[src/rtl/cu_issue_sched.sv]
// ---------------------------------------------------------------------------
// cu_issue_sched
//   Issue scheduler and RF write-port arbiter for the compute unit.
//   - Accepts one op per cycle from the program sequencer and pulses the
//     enable of the selected unit (ALU, multiplier or shifter) in the same
//     cycle.
//   - Keeps a reservation table of the single crossbar->RF write slot. An op
//     that writes the RF books the slot L cycles ahead, where L is its unit's
//     result latency. Slot 0 is the write happening in the current cycle.
//   - Stalls on structural (write-slot collision), RAW and WAW hazards.
//   - Slots bus-connect RF writes in between CU writes. A small FSM drains
//     the table and then performs the bus write in a slot of its own.
//
// Configuration macro:
//   CU_STALL_CNT_EN  adds a saturating 16-bit counter of stalled request
//                    cycles (cu_stall_cnt) with a synchronous clear
//                    (ps_cu_cnt_clr). When undefined, neither port exists.
//
// Ports:
//   clk            clock
//   reset          asynchronous, active-low reset
//   ps_cu_req      op valid from the sequencer
//   ps_cu_unit     00 ALU, 01 MUL, 10 SHF, 11 reserved (accepted, no effect)
//   ps_cu_wr       op writes the RF
//   ps_cu_wadd     destination RF address
//   ps_cu_raddx    source X address
//   ps_cu_raddy    source Y address
//   cu_ps_rdy      op accepted this cycle when ps_cu_req & cu_ps_rdy
//   bc_req         bus-connect RF write request, held until granted
//   bc_add         bus-connect write address
//   bc_gnt         bus write performed this cycle
//   cu_alu_en      ALU enable pulse
//   cu_mul_en      multiplier enable pulse
//   cu_shf_en      shifter enable pulse
//   cu_xb_raddx    read address X to crossbar/RF (0 when no request)
//   cu_xb_raddy    read address Y to crossbar/RF (0 when no request)
//   cu_xb_w_cuEn   one-hot write source this cycle (bit0 ALU, bit1 MUL, bit2 SHF)
//   cu_xb_w_bcEn   bus-connect write this cycle
//   cu_xb_wadd     RF write address this cycle
//   cu_stall_cnt   (CU_STALL_CNT_EN) stalled request cycles, saturating
//   ps_cu_cnt_clr  (CU_STALL_CNT_EN) synchronous clear of cu_stall_cnt
// ---------------------------------------------------------------------------
module cu_issue_sched #(
    parameter int ADDRESS_WIDTH = 4,
    parameter int SIGNAL_WIDTH  = 3,
    parameter int ALU_LAT       = 1,
    parameter int SHF_LAT       = 1,
    parameter int MUL_LAT       = 2
) (
`ifdef CU_STALL_CNT_EN
    input  logic                     ps_cu_cnt_clr,
    output logic [15:0]              cu_stall_cnt,
`endif
    input  logic                     clk,
    input  logic                     reset,
    input  logic                     ps_cu_req,
    input  logic [1:0]               ps_cu_unit,
    input  logic                     ps_cu_wr,
    input  logic [ADDRESS_WIDTH-1:0] ps_cu_wadd,
    input  logic [ADDRESS_WIDTH-1:0] ps_cu_raddx,
    input  logic [ADDRESS_WIDTH-1:0] ps_cu_raddy,
    output logic                     cu_ps_rdy,
    input  logic                     bc_req,
    input  logic [ADDRESS_WIDTH-1:0] bc_add,
    output logic                     bc_gnt,
    output logic                     cu_alu_en,
    output logic                     cu_mul_en,
    output logic                     cu_shf_en,
    output logic [ADDRESS_WIDTH-1:0] cu_xb_raddx,
    output logic [ADDRESS_WIDTH-1:0] cu_xb_raddy,
    output logic [SIGNAL_WIDTH-1:0]  cu_xb_w_cuEn,
    output logic                     cu_xb_w_bcEn,
    output logic [ADDRESS_WIDTH-1:0] cu_xb_wadd
);

    localparam int AW = ADDRESS_WIDTH;
    localparam int SW = SIGNAL_WIDTH;

    // Reservation depth: the longest unit latency.
    localparam int MAX_AS = (ALU_LAT > SHF_LAT) ? ALU_LAT : SHF_LAT;
    localparam int D      = (MAX_AS > MUL_LAT) ? MAX_AS : MUL_LAT;

    typedef enum logic [1:0] {
        ST_RUN,
        ST_DRAIN,
        ST_BCWR
    } state_t;

    typedef struct packed {
        logic          vld;
        logic [SW-1:0] src;
        logic [AW-1:0] wadd;
    } slot_t;

    state_t state_q;
    slot_t  rsv_q [D];
    slot_t  rsv_d [D];

    // Op decode
    logic          is_alu, is_mul, is_shf, is_unit;
    int            lat;
    logic [SW-1:0] src;
    logic          struct_hz, raw_hz, waw_hz;
    logic          rdy_int, issue, tail_empty;

    // NOTE: every variable written in an always_comb gets a default first, so
    // no path leaves it unassigned and no latch is inferred.
    always_comb begin
        is_alu  = (ps_cu_unit == 2'b00);
        is_mul  = (ps_cu_unit == 2'b01);
        is_shf  = (ps_cu_unit == 2'b10);
        is_unit = is_alu | is_mul | is_shf;
        lat     = 0;
        src     = '0;
        case (ps_cu_unit)
            2'b00: begin lat = ALU_LAT; src = SW'(1); end
            2'b01: begin lat = MUL_LAT; src = SW'(2); end
            2'b10: begin lat = SHF_LAT; src = SW'(4); end
            default: begin lat = 0; src = '0; end
        endcase
    end

    // Hazard detection. Only RF-writing ops occupy the table, so every valid
    // slot is a pending write to compare against.
    always_comb begin
        struct_hz  = 1'b0;
        raw_hz     = 1'b0;
        waw_hz     = 1'b0;
        tail_empty = 1'b1;
        for (int i = 0; i < D; i++) begin
            // Slot lat shifts into slot lat-1, which the new op would book.
            // A unit with latency D always finds a free slot D-1.
            if (is_unit && (i == lat) && rsv_q[i].vld)
                struct_hz = 1'b1;
            if (rsv_q[i].vld && ((rsv_q[i].wadd == ps_cu_raddx) ||
                                 (rsv_q[i].wadd == ps_cu_raddy)))
                raw_hz = 1'b1;
            if (rsv_q[i].vld && ps_cu_wr && (rsv_q[i].wadd == ps_cu_wadd))
                waw_hz = 1'b1;
            // Slots 1..D-1 empty means the table is empty after this edge.
            if ((i > 0) && rsv_q[i].vld)
                tail_empty = 1'b0;
        end
    end

    // A bus request seen in RUN takes priority over the op in the same cycle.
    assign rdy_int = (state_q == ST_RUN) && !bc_req &&
                     !struct_hz && !raw_hz && !waw_hz;
    assign issue   = ps_cu_req && rdy_int;

    // Next table: shift toward slot 0 and drop in the new reservation.
    always_comb begin
        rsv_d = '{default: '0};
        for (int i = 0; i < D - 1; i++)
            rsv_d[i] = rsv_q[i + 1];
        for (int i = 0; i < D; i++) begin
            if (issue && ps_cu_wr && is_unit && (i == lat - 1)) begin
                rsv_d[i].vld  = 1'b1;
                rsv_d[i].src  = src;
                rsv_d[i].wadd = ps_cu_wadd;
            end
        end
    end

    // NOTE: the table is reset because its valid bits gate real RF writes;
    // in-flight writes must be dropped immediately on reset.
    always_ff @(posedge clk or negedge reset) begin
        if (!reset) begin
            for (int i = 0; i < D; i++)
                rsv_q[i] <= '0;
        end else begin
            // NOTE: sequential state uses non-blocking assignments so every
            // flop samples values from before the edge.
            for (int i = 0; i < D; i++)
                rsv_q[i] <= rsv_d[i];
        end
    end

    // Bus-connect FSM: drain all pending CU writes, then take one slot.
    always_ff @(posedge clk or negedge reset) begin
        if (!reset) begin
            state_q <= ST_RUN;
        end else begin
            case (state_q)
                ST_RUN:   if (bc_req) state_q <= ST_DRAIN;
                ST_DRAIN: if (tail_empty) state_q <= ST_BCWR;
                ST_BCWR:  state_q <= ST_RUN;
                default:  state_q <= ST_RUN;
            endcase
        end
    end

    // Sequencer-facing outputs are combinational from the request, so they
    // are explicitly forced low while reset is asserted.
    assign cu_ps_rdy   = reset && rdy_int;
    assign cu_alu_en   = reset && issue && is_alu;
    assign cu_mul_en   = reset && issue && is_mul;
    assign cu_shf_en   = reset && issue && is_shf;
    assign cu_xb_raddx = (reset && ps_cu_req) ? ps_cu_raddx : '0;
    assign cu_xb_raddy = (reset && ps_cu_req) ? ps_cu_raddy : '0;

    // Write port. BCWR is only reached with an empty table, so a bus write
    // never coincides with a CU write.
    assign bc_gnt       = (state_q == ST_BCWR);
    assign cu_xb_w_bcEn = (state_q == ST_BCWR);
    assign cu_xb_w_cuEn = rsv_q[0].vld ? rsv_q[0].src : '0;
    assign cu_xb_wadd   = (state_q == ST_BCWR) ? bc_add :
                          (rsv_q[0].vld ? rsv_q[0].wadd : '0);

`ifdef CU_STALL_CNT_EN
    logic [15:0] stall_cnt_q;

    // Counts cycles in which the sequencer waited; clear wins over count.
    always_ff @(posedge clk or negedge reset) begin
        if (!reset)
            stall_cnt_q <= '0;
        else if (ps_cu_cnt_clr)
            stall_cnt_q <= '0;
        else if (ps_cu_req && !rdy_int && (stall_cnt_q != 16'hFFFF))
            stall_cnt_q <= stall_cnt_q + 16'd1;
    end

    assign cu_stall_cnt = stall_cnt_q;
`endif

endmodule

[config.mk]
export PLATFORM = sky130hd
export DESIGN_NAME = cu_issue_sched
export DESIGN_NICKNAME = d
export VERILOG_FILES = /design/src/rtl/cu_issue_sched.sv
export SDC_FILE = /design/constraint.sdc
export NUM_CORES = 1
export LEC_CHECK = 0
export CELL_PAD_IN_SITES_DETAIL_PLACEMENT = 1
export CELL_PAD_IN_SITES_GLOBAL_PLACEMENT = 1
export CORE_ASPECT_RATIO = 1.75
export CORE_UTILIZATION = 34
export DETAILED_ROUTE_END_ITERATION = 8
export GPL_TIMING_DRIVEN = 0
export PLACE_DENSITY_LB_ADDON = 0.1
export SYNTH_ARGS = -nofsm -noshare
export SYNTH_HDL_FRONTEND = slang
export SYNTH_SLANG_ARGS = --single-unit
[constraint.sdc]
create_clock -name clk -period 4.2 [get_ports clk]
set_input_delay 0.63 -clock clk [delete_from_list [all_inputs] [get_ports clk]]
set_output_delay 0.63 -clock clk [all_outputs]
set_load 0.005 [all_outputs]
==> results by stage, run 1 <==
Status:
- The flow ran to the end, and the final reports show no timing, DRC or antenna violations.

STA:
- The actual transition at the worst max-transition pin is 1.09 ns.
- The max-slew violation count was 0.
- In the final timing run, aggregate negative setup slack is 0 ns.
- Based on the critical path, the design can be clocked at up to 263 MHz.
- Clock skew on the completed layout was measured at around 0.0031 ns.
- The final setup violation count is 0.
- The post-layout minimum cycle time is 3.81 ns.
- Measured against its own limit, the worst slew margin works out to 26.9%.
- Setup repair after global routing left no endpoint under its margin.
- The final worst-path cycle share is 90.7%.
- The hold violation count in the final report is 0.

Finish:
- The area growth from synthesis to layout is 49.5%.
- The final antenna diode count is 0.
- The non-filler instance count after layout is 201.
- At the end of the flow, the number of nets in the layout was 183.
- In the final layout, the share of cells above drive strength 1 is 9.43%.
- Leaving out fill and tap cells, the most frequent cell in the layout is sky130_fd_sc_hd__clkdlybuf4s50_1.
- In the layout the commonest cells are sky130_fd_sc_hd__clkdlybuf4s50_1, sky130_fd_sc_hd__xor2_1, sky130_fd_sc_hd__dfrtp_1, sky130_fd_sc_hd__nand2_1, sky130_fd_sc_hd__and3_1.

Critical path:
- The type of the worst setup path is input pin to output port.
- The type of element launching the critical path is an input pin.
- Traced cell by cell, the critical path runs through clkdlybuf4s50_1 > xor2_1 > nor4_1 > nor4_1 > o2111ai_2 > or2_2 > nor3b_1 > clkdlybuf4s50_1.
- The critical path contains buffers and inverters numbering 2 combined.
- In this run the worst path has a maximum fanout of 5.
- The kind of end point of the critical path is an output port.
- The critical path's slowest cell is sky130_fd_sc_hd__clkdlybuf4s50_1.
- In this design, the largest share of critical-path delay is due to buffers and inverters.
- The required time at the endpoint of the critical path is 3.57 ns.
- The delay of the slowest cell on the worst path is about 0.55 ns.
- For the worst setup path, the data arrival time is roughly 3.2 ns.

Power:
- The internal cell power is around 320 uW.
- The share of total power dissipated in the clock network is 32.1%.
- The leakage component of the power is 0.749 nW.
- VDD sags by at most 0.211 mV.
- The power density of the placed cells is 266 nW/um^2.
- Summed over all nets, the switching power comes to 110 uW.
- The share of total power in combinational logic is 24.7%.
- The post-layout total power is 435 uW.
- The fraction of power spent switching nets is 25.4%.
- Sequential cells burn 43.1% of the power.

GRT:
- The total routing usage reported by global routing is 19.2%.
- In the global route stage, met1 resource usage came out at 18.6%.
- The initial antenna violation count is 0.
- Entering global routing, the biggest net connects 29 pins.
- The layer flagged by global routing as most heavily used is met2.
- The met3 capacity usage during global routing is approximately 2.6%.
- The via count of the first global-routing pass was ~1100.
- Global routing used roughly 37% of the available met2 tracks.
- Summed over all layers, the global routing overflow is 0.
- The first global-routing pass estimated 4810 um of wire.

Drt:
- In this run, the number of DRC markers left after iteration 0 of detailed routing was 5.
- The total number of vias is 983.
- The routed wirelength normalized by instance count is between 10 and 15 um.
- The number of optimization iterations in the first detailed-route pass is 2.
- The aggregate routed wire length is 3000 um.
- The post-detailed-route via-to-cell ratio is 4.89.
- The number of nets with antenna violations after detailed routing is 0.
- After detailed routing, the number of remaining DRC violations is 0.

Min path:
- The worst min-delay path class is flip-flop to flip-flop.

Clock tree:
- The post-cts hold buffer count is 0.
- The number of clock buffers inserted by TritonCTS is 3.
- TritonCTS built the clock tree.
- The clock latency of the later-clocked register in the worst-skew pair is 0.25 ns.
- The CTS clock-pin slew for the worst setup and hold paths is 0.07 ns.
- The count of instances resized after the clock tree is built is 0.
- CTS saw 18 sinks.
- The clock tree root driver cell is sky130_fd_sc_hd__clkbuf_8.
- Buffers added to address setup during post-CTS repair amount to 0.
- The clock tree buffer depth is 2.
- The deepest level of the CTS H-tree is 1.

Job:
- The number of max-capacitance violations reported is 0.

Floorplanning:
- The top-level I/O count is 44.
- The initial standard-cell utilization of the core is 36.6%.
- The die width is 44.9 um.
- The core region area is 2990 sq um.
- The die height is 77.1 um.
- The number of placement rows is 26.
- The die covers 3460 sq um.

Synthesis:
- The area share of the leading cell type in the synthesized netlist is 41.1%.
- The synthesized flop and latch total is 18.
- The number of distinct standard cells referenced by the synthesized netlist is 24.
- For this run, the register share of the synthesized area comes to 41.1%.
- The synthesis warning total is 0.
- Sorting the synthesized cells by area gives the leading types as sky130_fd_sc_hd__dfrtp_1, sky130_fd_sc_hd__xor2_1, sky130_fd_sc_hd__mux2_2.
- In the synthesized netlist, the number of instances is 111.
- The synthesized design spends more area on one cell type than any other, namely sky130_fd_sc_hd__dfrtp_1.
- Dividing the synthesized area by the synthesized cell count gives approximately 9.9 sq um.
- In this run the cell area of the synthesized design comes to 1090 sq um.

Placement:
- The wire-length estimate of the detail-placed layout is roughly 2400 um.
- At the end of routability-driven placement, the weighted congestion stood at 0.798.
- The number of cells after detailed placement is between 150 and 200.
- The number of port buffers is between 40 and 50.
-- layout make-up --
cell class	instances	area [sq um]
repair buffers	43	430
inverters	3	11.3
fillers	361	1360
plain buffers	3	15.0
clock buffers	4	55.1
well taps	42	52.6
multi-input cells	88	622
flip-flops and latches	18	450
-- metrics by stage --
stage | cell area [sq um] | hold WS (ns) | utilization, % | setup slack, ns
detailed placement | 1580 | 0.468 | 52.8 | 0.338
CTS | 1640 | 0.475 | 54.7 | 0.333
global route | 1640 | 0.497 | 54.7 | 0.256
finish | 1640 | 0.470 | 54.7 | 0.391
floorplan | 1100 | 0.334 | - | 1.51
global placement | 1580 | 0.448 | 52.8 | 0.508
-- path summary, 6_finish.rpt --
path / from / endpoint / slack (ns) / cells after the start
worst max-delay path: ps_cu_raddy[1] / cu_shf_en / 0.39 / 8
worst min-delay path: state_q[1] / state_q[0] / 0.47 / 1
worst max register to register: state_q[0] / rsv_q[8] / 1.79 / 5
worst min register to register: state_q[1] / state_q[0] / 0.47 / 1
max in group asynchronous: reset / rsv_q[1] / 2.58 / 1
min in group asynchronous: reset / rsv_q[3] / 0.97 / 1
-- worst reg2reg max path, delay by kind of cell, from the launching register on --
kind / cells / cell delay (ns)
simple gates: 3 / 1.22
flops: 1 / 0.41
mux: 1 / 0.39
compound gates: 1 / 0.28
-- cells by family after synthesis --
group	synth area share, %
flops	41.1
mux	6.97
other cells	0.343
simple gates	26.3
buf+inv	2.40
compound gates	3.66
xor+xnor	19.2
-- Yosys cell counts (all sizes together) --
cell type / n
o21ai: 5
and3: 8
xnor2: 2
nand4: 2
clkbuf: 2
nor2b: 2
or2: 2
nand2: 10
mux2i: 2
o2111ai: 1
mux2: 5
or3: 1
buf: 1
nor3: 5
xor2: 22
nor3b: 2
nor2: 3
inv: 3
conb: 1
and2: 7
dfrtp: 18
nor4: 7
-- per-layer routing --
layer,part of all wire [%],up-vias
li1,-,473
met4,1.6,0
met1,35,472
met2,59,34
met3,4.4,4
met5,0,-
-- power groups by stage --
stage / combinational, mW / clock (mW) / sequential (mW)
after CTS: 0.110 / 0.144 / 0.188
final: 0.108 / 0.140 / 0.188
after global placement: 0.105 / 0 / 0.190
after detailed placement: 0.109 / 0 / 0.191
after floorplan: 0.0445 / 0 / 0.189
after global routing: 0.117 / 0.149 / 0.189
-- state kept, by name, summed over array words and instances, names as in the netlist --
signal,cells
state_q,2
rsv_q,16
Power figures use the tool's default switching activity.
==> inputs of run 2 (changes only) <==
Settings changed: MAX_ROUTING_LAYER set to met4.
==> run 2 against run 1 <==
  * Critical path depth did not move
  * Routed wire length rose by 0.17%
  * Cell count did not move
  * Global-route usage rose by 0.50 points
  * Core utilization did not move
  * Combinational power barely moved
  * Critical endpoint unchanged
  * Largest power group unchanged
  * Highest routed layer unchanged
==> results by stage, run 2 (same netlist as run 1, synthesis figures left out) <==
Critical path:
- The type of the worst setup path is input pin to output port.
- The delay of the slowest cell on the worst path is 0.55 ns (about the same).
- The cell depth of the worst flop-to-flop path is 5 (unchanged).
- The type of element launching the critical path is an input pin.
- The worst register-to-register path begins at state_q[0].
- The critical path goes through clkdlybuf4s50_1 > xor2_1 > nor4_1 > nor4_1 > o2111ai_2 > or2_2 > nor3b_1 > clkdlybuf4s50_1.
- The critical path data arrival time was 3.18 ns (about the same).
- The kind of end point of the critical path is an output port.
- The highest fanout seen on the critical path was 5 (unchanged).
- The critical path's slowest cell is sky130_fd_sc_hd__clkdlybuf4s50_1.
- The internal reg-to-reg setup slack is 1.79 ns (about the same).
- The required time at the endpoint of the critical path was 3.57 ns (about the same).
- The worst register-to-register path ends at rsv_q[8].

STA:
- The highest achievable clock rate was 263 MHz (about the same).
- Setup repair after global routing left no endpoint under its margin.
- The post-route worst hold slack is 0.470 ns (unchanged).
- The largest clock skew in the final design is 0.00311 ns (-0.0000215 ns).
- The normalized max-slew margin is 26.9% (about the same).
- The final setup violation count came to 0 (unchanged).
- The max-slew violation count was 0 (unchanged).
- The post-layout minimum cycle time was 3.81 ns (+0.000143 ns).
- The total negative setup slack is 0 ns (unchanged).
- The hold violation count in the final report is 0 (unchanged).
- The final worst-path cycle share was 90.7% (about the same).
- The actual transition at the worst max-transition pin is 1.09 ns (+0.000127 ns).

Finish:
- The largest registers in the layout are rsv_q x16, state_q x2.
- The layout-stage area growth over the synthesis result is 49.5% (unchanged).
- The number of inserted filler cells in the final layout is 361 (unchanged).
- The share of final-layout standard cells stronger than drive strength 1 is 9.43% (unchanged).
- The multi-input combinational cell area is 622 sq um (unchanged).
- The register with the most flip-flops is rsv_q.
- The net count of the finished layout is 183 (unchanged).
- The final antenna diode count is 0 (unchanged).
- The sequential cell area was 450 sq um (unchanged).
- The flip-flop count of the largest register, all copies and words added came to 16 (unchanged).
- The most common cell after layout, fill and taps aside is sky130_fd_sc_hd__clkdlybuf4s50_1.
- In the layout the commonest cells are sky130_fd_sc_hd__clkdlybuf4s50_1, sky130_fd_sc_hd__xor2_1, sky130_fd_sc_hd__dfrtp_1, sky130_fd_sc_hd__nand2_1, sky130_fd_sc_hd__and3_1.

Clock tree:
- CTS placed an instance of sky130_fd_sc_hd__clkbuf_8 at the clock tree root.
- The post-cts hold buffer count came to 0 (unchanged).
- The clock latency of the later-clocked register in the worst-skew pair is 0.25 ns (about the same).
- The number of clock buffers inserted by TritonCTS came to 3 (unchanged).
- The count of instances resized after the clock tree is built is 0 (unchanged).
- The clock tree from TritonCTS is yes.
- The deepest level of the CTS H-tree is 1 (unchanged).
- The total clock sinks is 18 (unchanged).
- The CTS clock-pin slew for the worst setup and hold paths is 0.07 ns (about the same).
- The clock tree buffer depth is 2 (unchanged).
- The buffers inserted during post-CTS setup optimization is 0 (unchanged).

Power:
- The leakage component of the power is 0.749 nW (unchanged).
- The power density of the placed cells is 266 nW/um^2 (about the same).
- The proportion of power drawn by the clock network is 32.1% (about the same).
- The fraction of power spent switching nets is 25.4% (about the same).
- The net switching power of the design was 111 uW (about the same).
- The portion of total power attributed to sequential cells is 43.1% (about the same).
- The maximum vdd ir drop is 0.211 mV (about the same).
- The internal cell power is 325 uW (about the same).
- The post-layout total power was 435 uW (about the same).
- The share of total power in combinational logic is 24.7% (about the same).

Floorplanning:
- The core region area was 2990 sq um (unchanged).
- The die width is 44.9 um (unchanged).
- The top-level I/O count was 44 (unchanged).
- The initial standard-cell utilization of the core is 36.6% (unchanged).
- The die height is 77.1 um (unchanged).
- The area of the die was 3460 sq um (unchanged).
- The number of placement rows was 26 (unchanged).

GRT:
- The most congested layer reported by global routing is met2.
- The initial antenna violation count is 0 (unchanged).
- The met3 capacity usage during global routing is 2.59% (unchanged).
- The total routing usage reported by global routing was 19.7% (+0.50 points).
- The pin count of the biggest net entering global routing was 29 (unchanged).
- The global routing usage on met1 is 18.6% (unchanged).
- The via count of the first global-routing pass was 1055 (+0.19%).
- The global-route wire length before repair was 4820 um (+0.15%).
- The total global routing overflow is 0 (unchanged).
- The met2 layer usage reported by global route came to 37.1% (unchanged).

Drt:
- The total number of vias was 987 (+0.41%).
- The aggregate routed wire length is 3000 um (+0.17%).
- The number of optimization iterations in the first detailed-route pass was 2 (unchanged).
- The routed wirelength normalized by instance count is 14.9 um (+0.17%).
- The number of nets with antenna violations after detailed routing is 0 (unchanged).
- The number of DRC markers in iteration 0 was 4 (-1).
- The remaining routing DRC violations is 0 (unchanged).
- The post-detailed-route via-to-cell ratio was 4.91 (+0.41%).

Job:
- The number of max-capacitance violations reported came to 0 (unchanged).

Min path:
- For hold timing, the worst endpoint is state_q[0].
- The hold path depth came to 1 (unchanged).
- The worst min-delay path class is flip-flop to flip-flop.
- The startpoint of the worst hold path is state_q[1].

Status:
- The flow ran to the end, and the final reports show no timing, DRC or antenna violations.

Placement:
- The number of port buffers is 43 (unchanged).
- The placer congestion estimate is 0.810 (+1.4%).
- The HPWL after detailed placement is 2430 um (unchanged).
==> run 2: layer usage <==
| metal | up-vias | part of all wire [%] | routed length, um |
|---|---|---|---|
| met2 | 34 | 59 | 1760 |
| met5 | - | 0 | 0 |
| met1 | 476 | 35 | 1060 |
| met4 | 0 | 1.6 | 47 |
| li1 | 473 | - | - |
| met3 | 4 | 4.4 | 131 |
==> run 2: worst max path at each step <==
stage / startpoint / end / slack (ns)
2_1_floorplan: bc_req / cu_shf_en / 1.51
3_3_place_gp: bc_req / cu_shf_en / 0.51
3_5_place_dp: ps_cu_raddy[1] / cu_shf_en / 0.34
4_1_cts: ps_cu_raddy[1] / cu_shf_en / 0.33
5_1_grt: ps_cu_raddy[1] / cu_shf_en / 0.26
6_report: ps_cu_raddy[1] / cu_shf_en / 0.39
==> run 2: layout make-up <==
type                    instances  area share, %
clock buffers                   4           3.36
plain buffers                   3          0.917
multi-input cells              88           38.0
inverters                       3          0.688
repair buffers                 43           26.3
flip-flops and latches         18           27.5
well taps                      42           3.21
==> run 2: stage by stage <==
step | cell area [sq um] | std cells | util (%) | worst slack [ns]
6_report | 1640 | 201 | 54.7 | 0.391
5_1_grt | 1640 | 201 | 54.7 | 0.256
4_1_cts | 1640 | 201 | 54.7 | 0.333
3_5_place_dp | 1580 | 197 | 52.8 | 0.338
3_3_place_gp | 1580 | 197 | 52.8 | 0.508
2_1_floorplan | 1100 | 112 | - | 1.51
==> run 2: power by group through the flow <==
stage | logic, mW | clock network [mW] | registers [mW]
CTS | 0.110 | 0.144 | 0.188
global placement | 0.105 | 0 | 0.190
finish | 0.108 | 0.140 | 0.188
global route | 0.117 | 0.149 | 0.189
detailed placement | 0.109 | 0 | 0.191
floorplan | 0.0445 | 0 | 0.189
==> run 2: critical path: cells and delay by family <==
family | cells | cell delay [ns]
xor gates and xnor gates | 1 | 0.19
buffers and inverters | 2 | 1.09
AOI/OAI and AO/OA | 1 | 0.28
and+or+nand+nor | 4 | 0.99
==> inputs of run 3 (changes only) <==
Settings changed: CTS_CLUSTER_DIAMETER set to 150, SLEW_MARGIN set to 0.
==> results of run 3 <==
The final DEF is identical to that of run 2; final timing and power are the same.
